===== src/rtl/seg_scan_driver_if.sv =====
// Display-side bundle for seg_scan_driver: counter-chain digits and controls in,
// multiplexed common-anode select/segment lines out.
interface seg_scan_driver_if #(
    parameter int N_DIGITS = 4
);
    logic                    En;
    logic [4*N_DIGITS-1:0]   bcd_in;
    logic [N_DIGITS-1:0]     dp_in;
    logic                    blank_lz;
    logic [N_DIGITS-1:0]     sel;
    logic [7:0]              seg;

    modport master (output En, bcd_in, dp_in, blank_lz, input sel, seg);
    modport slave  (input En, bcd_in, dp_in, blank_lz, output sel, seg);
endinterface


===== src/rtl/seg_scan_driver.sv =====
// Multiplexed common-anode 7-segment driver: snapshots all digits once per frame,
// then scans them at SCAN_DIV clocks per digit with leading-zero blanking and dp.
module seg_scan_driver #(
    parameter int N_DIGITS = 4,
    parameter int SCAN_DIV = 50000
) (
    input logic               Clk,
    input logic               Rst_n,
    seg_scan_driver_if.slave  bus
);
    localparam int IDX_W = $clog2(N_DIGITS);
    localparam int CNT_W = $clog2(SCAN_DIV);

    typedef enum logic {ST_LOAD, ST_SCAN} state_t;

    state_t                state, state_next;
    logic                  load_en, scan_en;
    logic [CNT_W-1:0]      div_cnt;
    logic [IDX_W-1:0]      idx;
    logic [4*N_DIGITS-1:0] snap_bcd;
    logic [N_DIGITS-1:0]   snap_dp;
    logic [N_DIGITS-1:0]   sel_q, sel_next;
    logic [7:0]            seg_q, seg_next;
    logic [N_DIGITS-1:0]   lz_mask;
    logic                  lz_chain;
    logic [3:0]            digit_cur;
    logic                  tick, last_digit;

    function automatic logic [6:0] decode(input logic [3:0] d);
        case (d)
            4'd0:    decode = 7'h40;
            4'd1:    decode = 7'h79;
            4'd2:    decode = 7'h24;
            4'd3:    decode = 7'h30;
            4'd4:    decode = 7'h19;
            4'd5:    decode = 7'h12;
            4'd6:    decode = 7'h02;
            4'd7:    decode = 7'h78;
            4'd8:    decode = 7'h00;
            4'd9:    decode = 7'h10;
            default: decode = 7'h3F;
        endcase
    endfunction

    // ST_LOAD is the load_pending cycle: one fresh snapshot before any digit is lit.
    always_ff @(posedge Clk or negedge Rst_n) begin
        if (!Rst_n) state <= ST_LOAD;
        else        state <= state_next;
    end

    always_comb begin
        // NOTE: every always_comb output gets a default first, so no path can infer a latch.
        state_next = state;
        if (!bus.En)               state_next = ST_LOAD;
        else if (state == ST_LOAD) state_next = ST_SCAN;
    end

    always_comb begin
        load_en = bus.En && (state == ST_LOAD);
        scan_en = bus.En && (state == ST_SCAN);
    end

    // A digit above 0 is a leading zero when it and every higher digit are 0.
    always_comb begin
        lz_chain = 1'b1;
        lz_mask  = '0;
        for (int i = N_DIGITS - 1; i > 0; i--) begin
            lz_chain   = lz_chain && (snap_bcd[4*i +: 4] == 4'd0);
            lz_mask[i] = lz_chain;
        end
    end

    always_comb begin
        digit_cur  = snap_bcd[{idx, 2'b00} +: 4];
        tick       = (div_cnt == CNT_W'(SCAN_DIV - 1));
        last_digit = (idx == IDX_W'(N_DIGITS - 1));
        sel_next   = ~(N_DIGITS'(1) << idx);
        seg_next   = {~snap_dp[idx],
                      (bus.blank_lz && lz_mask[idx]) ? 7'h7F : decode(digit_cur)};
    end

    always_ff @(posedge Clk or negedge Rst_n) begin
        // NOTE: sequential state uses non-blocking assignments so every register sees pre-edge values.
        if (!Rst_n) begin
            div_cnt  <= '0;
            idx      <= '0;
            snap_bcd <= '0;
            snap_dp  <= '0;
            sel_q    <= '1;
            seg_q    <= 8'hFF;
        end else if (!bus.En) begin
            div_cnt <= '0;
            idx     <= '0;
            sel_q   <= '1;
            seg_q   <= 8'hFF;
        end else if (load_en) begin
            snap_bcd <= bus.bcd_in;
            snap_dp  <= bus.dp_in;
        end else if (scan_en) begin
            sel_q <= sel_next;
            seg_q <= seg_next;
            if (tick) begin
                div_cnt <= '0;
                if (last_digit) begin
                    idx      <= '0;
                    snap_bcd <= bus.bcd_in;
                    snap_dp  <= bus.dp_in;
                end else begin
                    idx <= idx + 1'b1;
                end
            end else begin
                div_cnt <= div_cnt + 1'b1;
            end
        end
    end

    assign bus.sel = sel_q;
    assign bus.seg = seg_q;
endmodule

===== src/flat_wrapper.sv =====
// flat-port wrapper written by rule: the top's interface ports become plain ports
module seg_scan_driver_flat 
#(
    parameter int N_DIGITS = 4,
    parameter int SCAN_DIV = 50000
)
  (Clk, Rst_n, bus_En, bus_bcd_in, bus_dp_in, bus_blank_lz, bus_sel, bus_seg);
  seg_scan_driver_if #(.N_DIGITS(N_DIGITS)) bus_i ();
  input logic Clk;
  input logic Rst_n;
  input wire logic [$bits(bus_i.En)-1:0] bus_En;
  input wire logic [$bits(bus_i.bcd_in)-1:0] bus_bcd_in;
  input wire logic [$bits(bus_i.dp_in)-1:0] bus_dp_in;
  input wire logic [$bits(bus_i.blank_lz)-1:0] bus_blank_lz;
  output wire logic [$bits(bus_i.sel)-1:0] bus_sel;
  output wire logic [$bits(bus_i.seg)-1:0] bus_seg;
  assign bus_i.En = bus_En;
  assign bus_i.bcd_in = bus_bcd_in;
  assign bus_i.dp_in = bus_dp_in;
  assign bus_i.blank_lz = bus_blank_lz;
  assign bus_sel = bus_i.sel;
  assign bus_seg = bus_i.seg;
  seg_scan_driver #(.N_DIGITS(N_DIGITS), .SCAN_DIV(SCAN_DIV)) u_core (.Clk(Clk), .Rst_n(Rst_n), .bus(bus_i));
endmodule

===== config.mk =====
export PLATFORM = sky130hd
export DESIGN_NAME = seg_scan_driver_flat
export DESIGN_NICKNAME = d
export VERILOG_FILES = /design/src/rtl/seg_scan_driver_if.sv /design/src/rtl/seg_scan_driver.sv /design/src/flat_wrapper.sv
export SDC_FILE = /design/constraint.sdc
export NUM_CORES = 1
export LEC_CHECK = 0
export ABC_AREA = 1
export ABC_CLOCK_PERIOD_IN_PS = 4000
export BUFFER_PORTS_ARGS = -buffer_cell sky130_fd_sc_hd__buf_2
export CORE_AREA = 2 2 72 74
export CTS_BUF_LIST = sky130_fd_sc_hd__clkbuf_8
export CTS_CLUSTER_DIAMETER = 50
export CTS_CLUSTER_SIZE = 25
export DETAILED_ROUTE_END_ITERATION = 10
export DIE_AREA = 0 0 74 76
export PLACE_DENSITY = 0.8
export SLEW_MARGIN = 20
export SYNTH_ARGS = -nofsm -noshare
export SYNTH_HDL_FRONTEND = slang
export SYNTH_SLANG_ARGS = --single-unit

===== constraint.sdc =====
create_clock -name Clk -period 4 [get_ports Clk]
set_input_delay 1.2 -clock Clk [delete_from_list [all_inputs] [get_ports Clk]]
set_output_delay 1.2 -clock Clk [all_outputs]
set_load 0.05 [all_outputs]

==> results.ini, run 1 <==
[status]
status = finished, final reports clean

[sta]
slew_viol_final = 0
skew_ps = 5.00
worst_slew_pin_slew_ps = 583
hold_viol = 0
fmax_mhz = 434
layout_min_cycle_time_ps = 2310
rsz0062_at_grt = false
fin_tns_setup_ps = 0
post-route-period-util_pct = 57.6
slew_headroom_pct = 61.1
postLayoutSetupSlackWorst_ps = 1690
setup_viol = 0

[global_route]
grt_pass1_wl_um = 10000
overflow = 0
grt_pass1_vias = 2278
grt_use_total_pct = 22.7
antenna_found_initial = 0
grt_start_max_net_pins = 49

[pwr]
max-vdd-ir-drop_mv = 0.248
power_density_nw_per_um2 = 455
total_leakage_power_nw = 1.62

[route]
post-route-drc-count = 0
vias = 2422
finalWirelength_um = 5720
via_per_inst = 5.06
drt_iter0_markers = 169
firstDrtPassIters = 5
postRouteAntennaNets = 0
routedWlPerCell_um = 11.9

[cts]
cts.clk_slew.worst_paths_ps = 90
cts_setup_buffers = 0
h-tree-depth = 2
cts_hold_buf = 0
cts_root_buf = clkbuf_8
cts_resized = 0
cts_buffers = 5
cts_tree = done
cts.sinks = 51
cts_buffer_depth = 2
clock_latency_ps = 310

[yosys]
postSynthAreaPerCell_um2 = 7.52
ys_seq_area_share_pct = 45.9
synth_top_cells_by_area = dfrtp_1 35%, nand2_1 14%, dfstp_2 11%
netlist_area_um2 = 2810
synth_commonest_cells = 108 x nand2_1, 64 x nor2_1, 39 x dfrtp_1
yosysUniqueCellTypes = 30
synth.most_common_cell = nand2_1
synth_ff_type = dfrtp_1
synth.largest_area_cell = dfrtp_1
synth_seq_cells = 51
synth_edf_count = 0
synth_top_area_share_pct = 34.7
synth_warnings = 0
syn_inst = 374
synth_fp_nets = 408
async_reset_ff_share_pct = 100

[placement]
port_buffers = 35
post-dp-hpwl_um = 4110
gp_congestion = 0.860
dpl_cell_area_um2 = 3030
place_ws_ps = 1490
dpl.cell_count = 471

[die]
fp.coreArea_um2 = 4910
die_area_um2 = 5620
die_x_um = 74
fp.dieH_um = 76
num_rows = 26
io-pin-count = 36
start_util_pct = 57.3

[worst_setup_path]
r2r_slack_ps = 1990
crit_chain = buf_2
crit_type = register to output pin
setup.worst_path.start = u_core.bus.sel[1]
crit_path_max_incr_delay_ps = 540
r2r-start = u_core.idx[0]
critPathTopFamily = flip-flops
crit_path_end_kind = output pin
arrival_ps = 1110
crit_buf_inv = 1
cp.required_ps = 2800
crit_path_start_kind = register
slowest_stage = dfstp_2
cp_max_fo = 2

[cells_and_area]
diodes = 0
post-route-cell-area_um2 = 3140
nFillCells = 437
post_route_cells_drive_above_1_share_pct = 17.6
stdcell_count = 479
finalNetCount = 442
areaGrowthSynthToFinish_pct = 11.6

[min_path]
min_path_type = register to register
min_from = u_core.snap_dp[2]

[job]
cap_violations = 0

-- per-stage QoR --
| stage | power [W] | hold slack [ps] | utilization (%) |
|---|---|---|---|
| 6_report | 0.00143 | 473 | 63.9 |
| 5_1_grt | 0.00153 | 502 | 63.9 |
| 4_1_cts | 0.00144 | 478 | 63.9 |
| 3_5_place_dp | 0.00109 | 455 | 61.7 |
| 3_3_place_gp | 0.00107 | 455 | 61.7 |
| 2_1_floorplan | 0.000984 | 437 | - |
-- registers in the layout, indices dropped and copies added, names as in the netlist --
signal,cells
u_core.snap_bcd,16
u_core.bus.sel,4
u_core.snap_dp,4
u_core.div_cnt,16
u_core.state,1
u_core.idx,2
u_core.bus.seg,8
-- path summary, 6_finish.rpt --
check | end | cells past startpoint
max | bus_sel[1] | 1
min reg2reg | u_core.snap_dp[2] | 2
min | u_core.snap_dp[2] | 2
min in group asynchronous | u_core.div_cnt[12] | 1
max reg2reg | u_core.bus.seg[4] | 11
max in group asynchronous | u_core.bus.seg[1] | 2
-- placed cells by master (no fill, tap or decap), types with 5 or more instances in the layout --
cell / synthesis / layout
ha_1: 10 / 10
dfstp_2: 12 / 12
buf_2: 4 / 34
nand4_1: 6 / 6
dfrtp_1: 39 / 39
nand2_1: 108 / 108
inv_1: 31 / 33
clkbuf_8: 0 / 5
nand3_1: 37 / 37
a21oi_1: 13 / 13
o21ai_0: 13 / 13
nor2_1: 64 / 64
-- power by group --
part	switching [W]	total, W	internal (W)	leakage (nW)
Combinational	0.000292	0.000417	0.000124	0.934
Sequential	0.0000560	0.000661	0.000606	0.631
Clock	0.000167	0.000350	0.000182	0.0607
Total	0.000516	0.00143	0.000912	1.62
-- worst min-delay path, stage by stage, from the launching register on --
cell     delay [ps]
dfrtp_1         350
nand2_1          50
nand2_1          40
-- layer usage --
layer / share of wire, % / routed length, um / track usage (%) / vias to the layer above
li1: - / - / - / 1245
met1: 47 / 2710 / 31.7 / 1116
met2: 47 / 2700 / 35.2 / 54
met3: 4.1 / 232 / 4.37 / 7
met4: 1.3 / 74 / 7.64 / 0
met5: 0 / 0 / 0 / -
-- logic make-up after synthesis --
group | share of synthesized area, %
xor gates and xnor gates | 0.934
and+or+nand+nor | 36.0
adders and majority gates | 4.45
buffers and inverters | 6.85
AOI/OAI and AO/OA | 5.87
DFF | 45.9
-- cell type report --
type,instances,area (um^2),share of cell area (%)
timing repair buffer,37,193,6.14
clock inverter,3,37.5,1.20
inverter,35,131,4.18
sequential,51,1290,41.1
clock buffer,5,68.8,2.19
multi-input combinational,278,1330,42.4
tap,70,87.6,2.79
Power figures use the tool's default switching activity.
==> run 2: changes to the inputs <==
--- a/config.mk
+++ b/config.mk
@@ -6,7 +6,7 @@
 export NUM_CORES = 1
 export LEC_CHECK = 0
 export ABC_AREA = 1
-export ABC_CLOCK_PERIOD_IN_PS = 4000
+export ABC_CLOCK_PERIOD_IN_PS = 2300
 export BUFFER_PORTS_ARGS = -buffer_cell sky130_fd_sc_hd__buf_2
 export CORE_AREA = 2 2 72 74
 export CTS_BUF_LIST = sky130_fd_sc_hd__clkbuf_8
==> constraint.sdc (replaced) <==
create_clock -name Clk -period 2.3 [get_ports Clk]
set_input_delay 0.69 -clock Clk [delete_from_list [all_inputs] [get_ports Clk]]
set_output_delay 0.69 -clock Clk [all_outputs]
set_load 0.05 [all_outputs]
==> run 2 against run 1 <==
Non-clock buffer count unchanged. Core utilization increased by 0.51 points. Total power increased by 78%. Clock-buffer cell count increased by 1. Worst hold slack got worse by 150 ps. Largest cell class unchanged. Highest routed layer unchanged.
==> results.ini, run 2 (synthesized netlist as in run 1, its figures left out) <==
[status]
status = finished, final reports clean

[route]
post-route-drc-count = 0
via_per_inst = 5.04
vias = 2416
finalWirelength_um = 5620
drt_iter0_markers = 194
firstDrtPassIters = 4
routedWlPerCell_um = 11.7
postRouteAntennaNets = 0

[cts]
cts.clk_slew.worst_paths_ps = 90
cts_buffers = 5
h-tree-depth = 2
cts_setup_buffers = 0
cts_root_buf = clkbuf_8
cts.sinks = 51
cts_resized = 0
cts_hold_buf = 0
cts_buffer_depth = 2
clock_latency_ps = 300
cts_tree = done

[worst_setup_path]
slowest_stage = dfrtp_1
crit_type = register to register
timing.rr.end = u_core.bus.seg[4]
critPathTopFamily = flip-flops
crit_chain = inv_2 -> nand2_1 -> nand3_1 -> nand2_1 -> inv_1 -> ha_1 -> inv_1 -> o21ai_0 -> nor2_1 -> nor2_1 -> nor2_1
worstSetupEndpoint = u_core.bus.seg[4]
cp.required_ps = 2550
r2r-start = u_core.idx[0]
crit_top_cell = nor2_1
arrival_ps = 2250
crit_buf_inv = 3
cp_max_fo = 15
setup.worst_path.start = u_core.idx[0]
crit_path_max_incr_delay_ps = 660
crit_path_start_kind = register
r2r_cells = 11
r2r_slack_ps = 290
crit_path_end_kind = register
cp.depth = 11

[sta]
hold_viol = 0
skew_ps = 4.72
worst_slew_pin_slew_ps = 487
setup_viol = 0
layout_min_cycle_time_ps = 2010
fin_tns_setup_ps = 0
rsz0062_at_grt = false
slew_viol_final = 0
fmax_mhz = 499
postLayoutSetupSlackWorst_ps = 294
post-route-period-util_pct = 87.2
slew_headroom_pct = 67.6

[cells_and_area]
post_route_cells_drive_above_1_share_pct = 18.1
regArea_um2 = 1290
multi_input_area_um2 = 1330
layout_commonest_cell = nand2_1
mostFrequentLayoutCells = 108 x nand2_1, 64 x nor2_1, 39 x dfrtp_1, 37 x nand3_1, 35 x buf_2
diodes = 0
finalNetCount = 442
final_core_util_pct = 64.4
nFillCells = 444
areaGrowthSynthToFinish_pct = 12.4

[global_route]
overflow = 0
antenna_found_initial = 0
grt_pass1_vias = 2263
grt_start_max_net_pins = 32
grt_use_total_pct = 21.9
grt_pass1_wl_um = 9740

[die]
die_area_um2 = 5620
fp.coreArea_um2 = 4910
fp.dieH_um = 76
num_rows = 26
die_x_um = 74
io-pin-count = 36
start_util_pct = 57.3

[pwr]
p_comb_share_pct = 28.6
max-vdd-ir-drop_mv = 0.526
switching_share_pct = 35.8
switchingPower_w = 0.000908
power_density_nw_per_um2 = 802
clkPwrFrac_pct = 26.0
pwr-share-seq_pct = 45.4
total_leakage_power_nw = 1.63
p_int_w = 0.00163

[placement]
post-dp-hpwl_um = 4150
place_ws_ps = 338
gp_congestion = 0.853
port_buffers = 35

[job]
cap_violations = 0

[min_path]
min_path_type = input port to async pin

-- run 2: worst min-delay path by stage --
stage	from	end	slack (ps)	cells past startpoint
floorplan	Rst_n	u_core.div_cnt[0]	390	0
global placement	u_core.snap_dp[2]	u_core.snap_dp[2]	460	2
detailed placement	u_core.bus.sel[3]	u_core.bus.sel[3]	460	2
CTS	Rst_n	u_core.div_cnt[4]	330	1
global route	Rst_n	u_core.div_cnt[4]	350	1
finish	Rst_n	u_core.div_cnt[14]	320	1
-- run 2: per-stage QoR --
stage	power, W	cells	cell area, um^2	hold WS (ps)
after floorplan	0.00171	374	2810	394
final	0.00254	479	3160	320
after global routing	0.00271	479	3160	348
after detailed placement	0.00189	471	3040	460
after CTS	0.00257	479	3160	328
after global placement	0.00187	471	3040	458
-- run 2: worst reg2reg max path, stage by stage (launching register included) --
cell     delay [ps]
dfrtp_1         660
inv_2           230
nand2_1         110
nand3_1          80
nand2_1         190
inv_1           110
ha_1            220
inv_1            50
o21ai_0          80
nor2_1          110
nor2_1           50
nor2_1           80
-- run 2: final cells by class --
| class | instances | area share [%] |
|---|---|---|
| multi-input cells | 278 | 42.0 |
| clock buffers | 6 | 2.61 |
| flip-flops and latches | 51 | 40.8 |
| well taps | 70 | 2.77 |
| clock inverters | 2 | 1.23 |
| repair buffers | 37 | 6.41 |
| inverters | 35 | 4.15 |
-- run 2: power by group through the flow --
stage / logic [W] / registers (W) / clock network [W]
2_1_floorplan: 0.000414 / 0.00130 / 0
3_3_place_gp: 0.000705 / 0.00117 / 0
3_5_place_dp: 0.000725 / 0.00117 / 0
4_1_cts: 0.000733 / 0.00115 / 0.000682
5_1_grt: 0.000831 / 0.00117 / 0.000714
6_report: 0.000726 / 0.00115 / 0.000659
-- run 2: routing by layer --
layer	routed length [um]	global-route usage (%)	share of wire (%)
met3	283	4.50	5.0
met4	85	7.64	1.5
met5	0	0	0
met2	2600	34.4	46
met1	2650	29.8	47
